`src/rtl/riscv_pkg.sv`:
```
// riscv_pkg: shared RV32I datapath constants (register indices, widths, pointer reset values).
package riscv_pkg;
    localparam int DATA_WIDTH_DEF = 32;
    localparam int ADDR_WIDTH_DEF = 5;
    localparam logic [4:0] REG_ZERO = 5'd0;
    localparam logic [4:0] REG_SP = 5'd2;
    localparam logic [4:0] REG_GP = 5'd3;
    localparam logic [31:0] SP_RESET_DEF = 32'h7FFF_EFFC;
    localparam logic [31:0] GP_RESET_DEF = 32'h1000_8000;
endpackage

```
`src/rtl/regfile_read_port.sv`:
```
// regfile_read_port: one combinational read port with x0 forced to zero and optional write bypass.
module regfile_read_port
    import riscv_pkg::*;
#(
    parameter int DATA_WIDTH = DATA_WIDTH_DEF,
    parameter int ADDR_WIDTH = ADDR_WIDTH_DEF,
    parameter int BYPASS_EN = 0
)(
    input  logic [ADDR_WIDTH-1:0] i_addr,
    input  logic [DATA_WIDTH-1:0] i_regs [2**ADDR_WIDTH],
    input  logic                  i_wr_en,
    input  logic [ADDR_WIDTH-1:0] i_wr_addr,
    input  logic [DATA_WIDTH-1:0] i_wr_data,
    output logic [DATA_WIDTH-1:0] o_data
);
    logic w_bypass;
    assign w_bypass = (BYPASS_EN != 0) && i_wr_en && (i_wr_addr == i_addr);
    assign o_data = (i_addr == ADDR_WIDTH'(REG_ZERO)) ? '0 : w_bypass ? i_wr_data : i_regs[i_addr];
endmodule

```
`src/rtl/register_file.sv`:
```
// register_file: 32x32 RISC-V integer register file, two combinational reads, one write,
// x0 hardwired to zero, programmable sp/gp reset values.
module register_file
    import riscv_pkg::*;
#(
    parameter int DATA_WIDTH = DATA_WIDTH_DEF,
    parameter int ADDR_WIDTH = ADDR_WIDTH_DEF,
    parameter logic [DATA_WIDTH-1:0] SP_RESET = SP_RESET_DEF,
    parameter logic [DATA_WIDTH-1:0] GP_RESET = GP_RESET_DEF,
    parameter int BYPASS_EN = 0
)(
    input  logic                  clk,
    input  logic                  reset,
    input  logic                  Reg_Write_i,
    input  logic [ADDR_WIDTH-1:0] Write_Register_i,
    input  logic [ADDR_WIDTH-1:0] Read_Register_1_i,
    input  logic [ADDR_WIDTH-1:0] Read_Register_2_i,
    input  logic [DATA_WIDTH-1:0] Write_Data_i,
    output logic [DATA_WIDTH-1:0] Read_Data_1_o,
    output logic [DATA_WIDTH-1:0] Read_Data_2_o
);
    localparam int NREG = 2**ADDR_WIDTH;
    logic [DATA_WIDTH-1:0] r_regs [NREG];
    logic                  w_wr_en;
    // Gating with reset keeps bypass from exposing a write that reset is discarding.
    assign w_wr_en = reset && Reg_Write_i && (Write_Register_i != ADDR_WIDTH'(REG_ZERO));
    always_ff @(posedge clk or negedge reset) begin
        if (!reset) begin
            for (int i = 0; i < NREG; i++)
                r_regs[i] <= (i == int'(REG_SP)) ? SP_RESET : (i == int'(REG_GP)) ? GP_RESET : '0;
        end else if (w_wr_en) begin
            r_regs[Write_Register_i] <= Write_Data_i;
        end
    end
    regfile_read_port #(.DATA_WIDTH(DATA_WIDTH), .ADDR_WIDTH(ADDR_WIDTH), .BYPASS_EN(BYPASS_EN)) u_rp1 (
        .i_addr(Read_Register_1_i), .i_regs(r_regs), .i_wr_en(w_wr_en),
        .i_wr_addr(Write_Register_i), .i_wr_data(Write_Data_i), .o_data(Read_Data_1_o)
    );
    regfile_read_port #(.DATA_WIDTH(DATA_WIDTH), .ADDR_WIDTH(ADDR_WIDTH), .BYPASS_EN(BYPASS_EN)) u_rp2 (
        .i_addr(Read_Register_2_i), .i_regs(r_regs), .i_wr_en(w_wr_en),
        .i_wr_addr(Write_Register_i), .i_wr_data(Write_Data_i), .o_data(Read_Data_2_o)
    );
endmodule

```
`config.mk`:
```
export PLATFORM = sky130hd
export DESIGN_NAME = register_file
export DESIGN_NICKNAME = d
export VERILOG_FILES = /design/src/rtl/riscv_pkg.sv /design/src/rtl/regfile_read_port.sv /design/src/rtl/register_file.sv
export SDC_FILE = /design/constraint.sdc
export NUM_CORES = 2
export LEC_CHECK = 0
export BUFFER_PORTS_ARGS = -buffer_cell sky130_fd_sc_hd__buf_2
export CORE_ASPECT_RATIO = 0.9
export CORE_MARGIN = 10
export CORE_UTILIZATION = 60
export DETAILED_ROUTE_END_ITERATION = 8
export GPL_TIMING_DRIVEN = 0
export PLACE_DENSITY = 0.86
export SYNTH_ARGS = -nofsm -noshare
export SYNTH_HDL_FRONTEND = slang
export SYNTH_SLANG_ARGS = --single-unit
```
`constraint.sdc`:
```
create_clock -name clk -period 3.3 [get_ports clk]
set_clock_uncertainty 0.15 [all_clocks]
set_input_delay 0.66 -clock clk [delete_from_list [all_inputs] [get_ports clk]]
set_output_delay 0.66 -clock clk [all_outputs]
set_load 0.02 [all_outputs]
```
-- Word-level counts from Yosys, hierarchy flattened
Index checks and enable logic that the tools add are counted.
- add/subtract/negate cells: 0
- multiply operators: 0
- divide/modulo/power cells: 0
- order comparisons: 4
- equality and inequality tests: 0
- shift operators: 0
- muxes and demuxes: 11
- bitwise gates (word level): 3
- reductions and logical operators: 6
- operators by type and width (cell ; number):
    $bwmux W1024 ; 1
    $bmux W32 S5 ; 2
    $mux W32 ; 7
    $demux W32 S5 ; 1
    $ge A6 B6 Y1 const B ; 3
    $not A5 Y6 ; 3
    $logic_not A5 Y1 ; 2
    $lt A6 B1 Y1 const B ; 1
    $reduce_bool A5 Y1 ; 1
    $logic_and A1 B1 Y1 ; 3
- register bits after elaboration: 1024
- bits in latches: 0
- RAM bits: 0
- bits in read-only memories: 0
- bits of input ports: 50
- output and inout bits: 64
- logic and storage cells: 56
- memories kept: 0

-- Longest topological paths before layout
- word-level depth: 6
- depth in mapped cells: 9
- gate-level depth less buffers: 4

-- Cells and area by module
A second synthesis with hierarchy kept.
- cells, all modules: 3615
- area, all modules: 55343.1 um^2
- by module, submodules not included (module ; instances ; cells an instance ; area an instance (um^2) ; seq. area each (um^2)):
    register_file ; 1 ; 2287 ; 38607.0 ; 25662.1
    regfile_read_port ; 2 ; 664 ; 8368.0 ; 0.0

-- Worst setup path before layout
Ideal clock, no wire load.
- path type: input to output
- from: in Read_Register_1_i[0]
- to: out Read_Data_1_o[15]
- arrival: 2.371 ns
- required time: 2.490 ns
- setup slack: 0.119 ns
- cell stages on the path: 7
- buffers on the path: 4
- cells stage by stage: buf_2 inv_1 buf_2 buf_1 buf_2 o2111ai_1 a311oi_1
- word-level cells in the longest chain between the ends: 5
- elaborated cells between the ends (all ways): 6
- classes of those cells: mux: 4; bitwise: 1; reduce/logical: 1
- RTL lines (what ; RTL line ; text):
    start: declaration ; register_file.sv:16 ; input logic [ADDR_WIDTH-1:0] Read_Register_1_i,
    $not A5 Y6 (implied by the code) ; regfile_read_port.sv:18 ; assign o_data = (i_addr == ADDR_WIDTH'(REG_ZERO)) ? '0 : w_bypass ? i_wr_data : i_regs[i_addr];
    $bmux W32 S5 ; regfile_read_port.sv:18 ;
    $mux W32 (implied by the code) (2 in series) ; regfile_read_port.sv:18 ;
    $mux W32 (*) ; regfile_read_port.sv:18 ;
    end: declaration ; register_file.sv:19 ; output logic [DATA_WIDTH-1:0] Read_Data_1_o,
Mark *: on every way between the ends. The rest lies on a longest branch, timed or not. The select of a mux whose other input is x is not followed.

-- Worst setup path in the final report
- from: in Read_Register_2_i[0]
- to: out Read_Data_2_o[14]
- word-level cells in the longest chain between the ends: 5
- elaborated cells between the ends (all ways): 6
- classes of those cells: mux: 4; bitwise: 1; reduce/logical: 1
- RTL lines (what ; RTL line ; text):
    start: declaration ; register_file.sv:17 ; input logic [ADDR_WIDTH-1:0] Read_Register_2_i,
    $not A5 Y6 (implied by the code) ; regfile_read_port.sv:18 ;
    $bmux W32 S5 ; regfile_read_port.sv:18 ;
    $mux W32 (implied by the code) (2 in series) ; regfile_read_port.sv:18 ;
    $mux W32 (*) ; regfile_read_port.sv:18 ;
    end: declaration ; register_file.sv:20 ; output logic [DATA_WIDTH-1:0] Read_Data_2_o
Marks and branches as above.

==> results.tsv <==
stage	metric	value	unit
min_path	hold_path_class	in -> async	
pwr	pwr_density_cell	551	nW/um2
sta	hold_ws	-73.3	ps
pwr	pwr-share-seq	43.6	%
clock_tree	root_buffer	clkbuf_16	
route	via_per_inst	7.99	
synth	ys_ff_latch	1024	
status	status	finished with violations	
die	row_count	104	
finish	largest_registers	r_regs (1024)	
synth	syn_nets	3641	
critical_path	critPathLaunchType	primary input	
clock_tree	cts_sinks	1024	
critical_path	rr_endpoint	r_regs[910]	
sta	finalSetupTns	-8670	ps
placed_design	postPlaceCellArea	56700	um2
finish	finish.instance_area	65200	um2
critical_path	r2r.worst_path.cells	2	
finish	num-fill-cells	4969	
global_route	grt.overflow.total	0	
placed_design	place.port_buffers	103	
finish	largest_reg_flops	1024	
critical_path	reg2reg_slack	2200	ps
synth	yosysSeqAreaShare	47.1	%
pwr	p_leak	28.7	nW
synth	synth.yosys.warnings	0	
synth	synth_area	54500	um2
sta	rsz0062_at_grt	yes	
pwr	power.internal	0.0254	W
sta	min_period	3630	ps
clock_tree	insertion_delay	710	ps
pwr	p_comb_share	20.2	%
die	die_h	306	um
placed_design	place_congestion	0.996	
global_route	antenna_found_initial	19	
global_route	grt_pass1_vias	40800	
global_route	grt_max_degree	173	
placed_design	pre_cts_slack	-2000	ps
route	drc	0	
sta	final-max-slew-violation-count	0	
finish	regMostFlops	r_regs	
synth	synth_edf_count	0	
critical_path	crit_path_max_fanout	11	
pwr	clock_power_share	36.2	%
critical_path	end_kind	primary output	
synth	synth_ff_type	dfrtp_1	
route	drt_iter0_drc	7318	
pwr	irDropWorstVdd	0.000520	V
sta	fmax	0.275	GHz
finish	drive_gt1_share	58.6	%
critical_path	crit_required	2490	ps
synth	async_reset_ff_share	100	%
sta	finalHoldViolCount	28	
sta	setup_viol	60	
status	violations	hold timing, setup timing	
synth	syn_inst	3591	
route	vias	41400	
critical_path	reg2reg_from	r_regs[910]	
route	wirelength	211000	um
route	antenna_left	0	
finish	area_growth	19.7	%
die	io-pin-count	114	
pwr	swShare	29.3	%
sta	setup_ws	-331	ps
die	start_util	60.7	%
run	cap_violations	0	
clock_tree	ctsLongestPathBuffers	3	
clock_tree	htree_levels	3	
route	drt_pass1_iterations	8	
sta	post-route-period-util	110	%
route	detail_route.wl_per_cell	40.6	um
placed_design	dpl.hpwl	129000	um
pwr	p_switching	0.0105	W
sta	tightest_slew	1330	ps
critical_path	crit_type	in -> out	
sta	relSlewSlack	11.4	%
global_route	grt_pass1_wl	287000	um
global_route	grt.total_usage	38.4	%
synth	synth_cell_type_count	42	
clock_tree	clkTransAtPathRegs	60	ps
die	fp.dieW	338	um
die	coreArea	89800	um2
finish	nets	3960	
synth	avgSynthCellArea	15.2	um2
clock_tree	cts_tree	done	
critical_path	arrival	2820	ps
clock_tree	cts_inserted_buffers	106	
die	dieArea	103000	um2
[cell families after synthesis]
logic type / after synthesis / share of synthesized area [%]
flip-flops: 1024 / 47.1
AO/OA/AOI/OAI: 337 / 4.56
AND/OR/NAND/NOR: 135 / 1.28
buffers and inverters: 431 / 3.86
multiplexers: 1664 / 43.2
[area by class of cell]
class,instances,area (um2),area share (%)
multi-input cells,2136,28500,43.7
flip-flops and latches,1024,25700,39.4
plain buffers,424,3600,5.52
clock buffers,149,3030,4.65
repair buffers,216,2280,3.49
well taps,1166,1460,2.24
clock inverters,49,651,0.998
diodes,17,42.5,0.0652
inverters,2,7.51,0.0115
[routing by layer]
metal	global-route usage [%]	wire, um	up-vias
met3	20.1	36700	1373
li1	-	-	14600
met5	1.42	662	-
met2	53.1	87700	4409
met1	46.9	67300	21000
met4	24.2	18300	24
[power by group through the flow]
| stage | Sequential, W | Clock, W | Combinational, W |
|---|---|---|---|
| 2_1_floorplan | 0.0151 | 0 | 0.00414 |
| 3_3_place_gp | 0.0155 | 0 | 0.00561 |
| 3_5_place_dp | 0.0156 | 0 | 0.00582 |
| 4_1_cts | 0.0154 | 0.0128 | 0.00655 |
| 5_1_grt | 0.0157 | 0.0133 | 0.00742 |
| 6_report | 0.0157 | 0.0130 | 0.00725 |
[repair_timing]
| item | 4_1_cts | 5_1_grt |
|---|---|---|
| endpoints found under the hold margin | 109 | 0 |
| setup buffers | 30 | 56 |
| pin swaps | 73 | 77 |
| cloned | 10 | 6 |
| endpoints found under the setup margin | 1052 | 64 |
| gates resized for setup | 701 | 192 |
| hold buffers | 7 | 0 |
[placed cells by master, fill, tap and decap left out, types with 10 or more instances in the layout]
cell | synthesis | final
a211oi_4 | 0 | 14
a22oi_1 | 64 | 10
a221o_1 | 32 | 21
clkbuf_2 | 1 | 25
buf_12 | 4 | 46
a311oi_2 | 0 | 11
a221oi_1 | 49 | 33
nor2_2 | 9 | 16
clkbuf_8 | 0 | 46
mux2_1 | 75 | 75
a221oi_2 | 0 | 16
buf_6 | 9 | 57
dfstp_2 | 30 | 30
nor2b_1 | 38 | 30
buf_16 | 0 | 29
a311oi_4 | 0 | 13
a221o_2 | 0 | 11
a211oi_2 | 0 | 15
clkbuf_16 | 0 | 117
mux2i_1 | 192 | 172
o21ai_0 | 56 | 25
a22oi_2 | 0 | 54
buf_2 | 132 | 133
dfrtp_1 | 994 | 994
bufinv_16 | 0 | 14
o21ai_2 | 0 | 10
buf_8 | 2 | 23
diode_2 | 0 | 17
clkbuf_1 | 229 | 165
nor2_1 | 23 | 10
a31oi_4 | 0 | 13
buf_4 | 44 | 116
a31oi_2 | 0 | 13
mux4_2 | 448 | 448
o21ai_1 | 25 | 42
mux2_2 | 949 | 947
clkinv_2 | 0 | 21
clkbuf_4 | 0 | 21
nand2_1 | 36 | 36
mux2i_2 | 0 | 12
[cells in the mapped netlist, drive strengths merged, types with 15 or more instances]
cell,n,area [um2]
nor2,32,143
mux2,1024,11500
a22oi,64,480
nand2,36,135
nor2b,38,238
a211oi,32,240
mux4,448,10100
dfrtp,994,24900
a31oi,32,200
a221oi,49,429
a311oi,32,280
dfstp,30,788
clkbuf,230,865
o2111ai,15,131
buf,199,1230
mux2i,192,1920
a221o,32,320
o21ai,81,405
[worst max-delay path, cell delays in order]
cell,delay (ps)
buf_16,130
buf_16,210
buf_16,170
buf_16,190
buf_8,200
mux2i_1,140
a221oi_2,320
o21ai_1,200
a31oi_2,370
buf_4,200
[through the flow]
step           util [%]  hold slack, ps  total power [W]  std cells
3_3_place_gp       62.9             305           0.0211       4860
4_1_cts            71.0            20.1           0.0348       5107
3_5_place_dp       63.1             313           0.0214       4867
2_1_floorplan         -             214           0.0193       3591
6_report           72.6           -73.3           0.0359       5183
5_1_grt            72.6            22.1           0.0365       5173
[worst max-delay path by stage]
stage / cells past startpoint / from / slack (ps) / end
floorplan: 7 / Read_Register_1_i[0] / 120 / Read_Data_1_o[15]
detailed placement: 8 / Read_Register_1_i[0] / -2000 / Read_Data_1_o[31]
CTS: 8 / Read_Register_2_i[0] / -110 / Read_Data_2_o[18]
global route: 9 / Read_Register_2_i[0] / -300 / Read_Data_2_o[17]
global placement: 1 / reset / -20320 / r_regs[907]
finish: 10 / Read_Register_2_i[0] / -330 / Read_Data_2_o[14]
Note: power is estimated with default switching activity, not from simulation.
